$ cat config.mk
export PLATFORM = sky130hd
export DESIGN_NAME = instruction_fetch_unit
export DESIGN_NICKNAME = d
export VERILOG_FILES = /design/src/rtl/instruction_fetch_unit.sv
export SDC_FILE = /design/constraint.sdc
export NUM_CORES = 1
export LEC_CHECK = 0
export CORE_MARGIN = 2
export CORE_UTILIZATION = 56
export DETAILED_ROUTE_END_ITERATION = 12
export MAX_ROUTING_LAYER = met4
export PLACE_DENSITY = 0.89
export SYNTH_ARGS = -nofsm -noshare
export SYNTH_HDL_FRONTEND = slang
export SYNTH_SLANG_ARGS = --single-unit
$ cat constraint.sdc
create_clock -name clock -period 8.97 [get_ports clock]
set_clock_uncertainty 0.05 [all_clocks]
set_input_delay 0.897 -clock clock [delete_from_list [all_inputs] [get_ports clock]]
set_output_delay 0.897 -clock clock [all_outputs]
set_load 0.02 [all_outputs]
$ cat src/rtl/instruction_fetch_unit.sv
// Purpose : fetch stage; owns the PC, drives the text memory address and hands
//           {instruction, pc, fault} to decode through a 2-entry output buffer.
// Latency : 2 edges from a fetch issue to instruction_valid; 3 cycles after a redirect.
// Backpressure: instruction_ready=0 stops issue once buffer + in-flight read reach 2.
// Ports   : clock/reset; fetch_address -> memory, data_fetched <- memory (1-cycle);
//           redirect/redirect_target from branch resolution;
//           instruction/_pc/_fault/_valid with instruction_ready handshake to decode.
module instruction_fetch_unit #(
  parameter logic [31:0] RESET_PC   = 32'h0040_0000,
  parameter logic [31:0] TEXT_BEGIN = 32'h0040_0000,
  parameter logic [31:0] TEXT_END   = 32'h0040_FFFC
) (
  input  logic        clock,
  input  logic        reset,
  output logic [31:0] fetch_address,
  input  logic [31:0] data_fetched,
  input  logic        redirect,
  input  logic [31:0] redirect_target,
  output logic [31:0] instruction,
  output logic [31:0] instruction_pc,
  output logic        instruction_fault,
  output logic        instruction_valid,
  input  logic        instruction_ready
);

  logic [31:0] r_req_pc;
  logic        r_inflight_valid;
  logic [31:0] r_inflight_pc;
  logic [1:0]  r_count;

  // Head entry drives the outputs directly; tail is the second buffer slot.
  logic [31:0] r_head_instr;
  logic [31:0] r_head_pc;
  logic        r_head_fault;
  logic [31:0] r_tail_instr;
  logic [31:0] r_tail_pc;
  logic        r_tail_fault;

  logic        w_pop;
  logic        w_push;
  logic        w_issue;
  logic        w_push_fault;
  logic [2:0]  w_occ;

  function automatic logic f_fault(input logic [31:0] pc);
    return (pc[1:0] != 2'b00) || (pc < TEXT_BEGIN) || (pc > TEXT_END);
  endfunction

  assign instruction_valid = (r_count != 2'd0);
  assign instruction       = r_head_instr;
  assign instruction_pc    = r_head_pc;
  assign instruction_fault = r_head_fault;
  assign fetch_address     = r_req_pc;

  assign w_pop        = instruction_valid & instruction_ready;
  assign w_push       = r_inflight_valid & ~redirect;
  assign w_push_fault = f_fault(r_inflight_pc);

  // Credit: the read issued now lands next cycle, so buffer + in-flight after
  // this cycle's pop must leave a free slot. pop is the only path into issue.
  assign w_occ   = {1'b0, r_count} + {2'b00, r_inflight_valid};
  assign w_issue = ~redirect & (w_occ < (3'd2 + {2'b00, w_pop}));

  always_ff @(posedge clock or posedge reset) begin
    if (reset) begin
      r_req_pc         <= RESET_PC;
      r_inflight_valid <= 1'b0;
      r_inflight_pc    <= 32'h0;
      r_count          <= 2'd0;
      r_head_instr     <= 32'h0;
      r_head_pc        <= 32'h0;
      r_head_fault     <= 1'b0;
      r_tail_instr     <= 32'h0;
      r_tail_pc        <= 32'h0;
      r_tail_fault     <= 1'b0;
    end else if (redirect) begin
      // Head registers keep their stale content; valid drops with count.
      r_req_pc         <= redirect_target;
      r_inflight_valid <= 1'b0;
      r_count          <= 2'd0;
    end else begin
      r_inflight_valid <= w_issue;
      if (w_issue) begin
        r_inflight_pc <= r_req_pc;
        r_req_pc      <= r_req_pc + 32'd4;
      end

      case (r_count)
        2'd0: begin
          if (w_push) begin
            r_head_instr <= data_fetched;
            r_head_pc    <= r_inflight_pc;
            r_head_fault <= w_push_fault;
            r_count      <= 2'd1;
          end
        end
        2'd1: begin
          if (w_push && w_pop) begin
            r_head_instr <= data_fetched;
            r_head_pc    <= r_inflight_pc;
            r_head_fault <= w_push_fault;
          end else if (w_push) begin
            r_tail_instr <= data_fetched;
            r_tail_pc    <= r_inflight_pc;
            r_tail_fault <= w_push_fault;
            r_count      <= 2'd2;
          end else if (w_pop) begin
            r_count      <= 2'd0;
          end
        end
        default: begin
          // Full: the credit rule means a push only arrives together with a pop.
          if (w_pop) begin
            r_head_instr <= r_tail_instr;
            r_head_pc    <= r_tail_pc;
            r_head_fault <= r_tail_fault;
            if (w_push) begin
              r_tail_instr <= data_fetched;
              r_tail_pc    <= r_inflight_pc;
              r_tail_fault <= w_push_fault;
            end else begin
              r_count      <= 2'd1;
            end
          end
        end
      endcase
    end
  end

endmodule

==> results.tsv <==
metric	value	unit
Worst R2R Path Depth	4	
cell count after synthesis	739	
RSZ-0062 raised after global routing	no	
fmax	295	MHz
worst r2r dst	instruction_fault	
Synth Net Count	810	
Post-synth EDFFs	0	
GRT Overall Usage	0.262	
DRT Wirelength	20400	um
clk_lat worst skew	440	ps
utilization after layout	0.730	
worst-path maximum fanout	107	
sequential-to-total area share from yosys stat	0.568	
die area	16500	um2
antenna violations before repair	1	
top cell type's share of synthesized area	0.565	
syn_area_per_cell	11.8	um2
Antenna Violating Nets Remaining	0	
FF+latch count, synth	197	
top-count cell post-synth	dfrtp_1	
Period Utilization, post-route	0.378	
post-CTS sizing	0	
Primary FF master, synth	dfrtp_1	
Root Buffer	clkbuf_16	
simple-gate share of the synthesized area	0.110	
Yosys top cell by area	dfrtp_1	
share of cells above drive strength 1	0.171	
RePlAce Congestion	0.838	
area delta synth->final	27.8	%
CP Launch Point	redirect	
Worst EP required	9240	ps
final-report hold violation count	0	
final setup TNS	0	ps
Worst Hold Launch	instruction_pc[7]	
Filler Cell Count	996	
Yosys warning total	0	
Post-Synth XOR/XNOR Area	0.0222	
DRT Pass-1 Iters	5	
CTS Hold Buffers Added	0	
Tightest Pin Transition	959	ps
Longest Clk Path Bufs	2	
hold crit path type	reg -> reg	
Die Y	129	um
asr flop ratio synth	1.00	
Setup crit end kind	flop	
final setup violation count	0	
Critical Path Sink	instruction_fault	
Reg2Reg Setup Slack	6200	ps
largest net degree at the start of global routing	142	
post-synthesis compound-gate area fraction	0.0632	
via/cell ratio	5.72	
startpoint types	primary input	
pre-CTS WS	5160	ps
H-tree depth	4	
final setup margin	5580	ps
mux cell area share after synthesis	0.208	
first-pass GRT wire length	32400	um
VDD IR max	0.161	mV
boundary pin count	166	
hpwl dp	13100	um
DR iter-0 viols	417	
Leak	4.58	nW
max_cap viols	0	
Die Wd	129	um
max-slew violation count	0	
WP data arrival	3660	ps
worst-case hold slack	428	ps
Sink Count	197	
FF-to-FF Start	r_count[1]	
core area	15200	um2
DR WL/cell	18.7	um
Post-CTS Repair Setup Buffers	0	
most frequent cells after synthesis	196 x dfrtp_1, 110 x nand2_1, 101 x mux2_2	
I/O Buffers	165	
clock slew seen by the registers of the worst setup and hold paths	70	ps
slew margin rel.	0.360	
NumNets Final	956	
CTS tree	built	
count of cell types in the netlist	42	
Area contributors post-synth	dfrtp_1 56%, mux2_2 13%, mux2i_1 7.7%	
largest family of logic cells by synthesized area	multiplexers	
vias after detailed routing	6215	
grt total ovfl	0	
Cell Area, Synth	8690	um2
row count	45	
Starting Density	0.572	
status	complete, no violations	
Setup Crit Path Kind	in -> reg	
vias in the first global route	6139	
Inserted Clock Buffers	17	
min cycle time layout	3390	ps
pwr dens	258	nW/um2
DRC viols	0	
adder-cell share of the synthesized area	0.00432	
## layout make-up
class,count,area (um2),share of cell area
clock buffers,21,460,0.0415
diodes,1,2.50,0.000225
flip-flops and latches,197,4930,0.445
clock inverters,11,171,0.0154
multi-input cells,491,3570,0.322
well taps,188,235,0.0212
inverters,7,33.8,0.00304
repair buffers,171,1690,0.152
## worst min path at each step
stage,cells past startpoint,to,slack (ps)
floorplan,1,r_tail_instr[30],430
global placement,2,instruction[27],410
detailed placement,2,instruction[29],420
CTS,2,instruction[29],430
global route,2,instruction[23],450
finish,2,instruction_pc[7],430
## logic make-up after synthesis
kind of cell             count (synthesis)
flip-flops                             197
adder cells (fa/ha/maj)                  3
buffers and inverters                   51
XOR/XNOR                                22
multiplexers                           168
AO/OA/AOI/OAI                          105
AND/OR/NAND/NOR                        193
## layout by cell type (no fill, tap or decap), types with 3 or more instances in the layout
master	count
nor2_1	14
a21oi_1	3
buf_4	6
and3_2	3
clkdlybuf4s50_1	164
clkbuf_16	17
nand2_1	110
mux2_2	101
mux2i_1	67
xor2_1	9
bufinv_16	4
nand2b_1	3
nand4b_1	3
o21ai_0	90
nand4_1	8
a31oi_1	5
ha_1	3
xnor2_1	13
nor4_1	5
dfrtp_1	195
nor3_1	9
inv_1	6
or3_1	5
nand3_1	12
## where the power goes
| group | total (mW) | internal [mW] | switching [mW] |
|---|---|---|---|
| sequential | 1.32 | 1.14 | 0.182 |
| combinational | 0.729 | 0.384 | 0.345 |
| clock | 0.813 | 0.483 | 0.330 |
## metrics by stage
step / instance area [um2] / total power, mW / instances
floorplan: 8690 / 1.71 / 739
global placement: 10500 / 2.01 / 1054
detailed placement: 10500 / 2.06 / 1054
CTS: 11100 / 2.88 / 1086
global route: 11100 / 3.00 / 1087
finish: 11100 / 2.87 / 1087
## metal layers
layer	share of wire	up-vias	global-route usage
met4	0.023	0	0.0991
met2	0.49	202	0.414
met5	0	-	-
met1	0.43	3095	0.341
li1	-	2881	-
met3	0.054	37	0.0486
## critical path, cell delays in order
cell	delay, ps
buf_2	670
inv_1	480
o221ai_4	350
buf_4	830
mux2_2	410
## flip-flops by register name, indices dropped and copies added (netlist names)
signal / count
instruction_pc: 32
r_count: 2
r_tail_fault: 1
r_tail_instr: 32
r_inflight_pc: 32
r_tail_pc: 32
instruction: 32
fetch_address: 32
instruction_fault: 1
r_inflight_valid: 1
No activity file was read; power rests on OpenSTA's default activity.
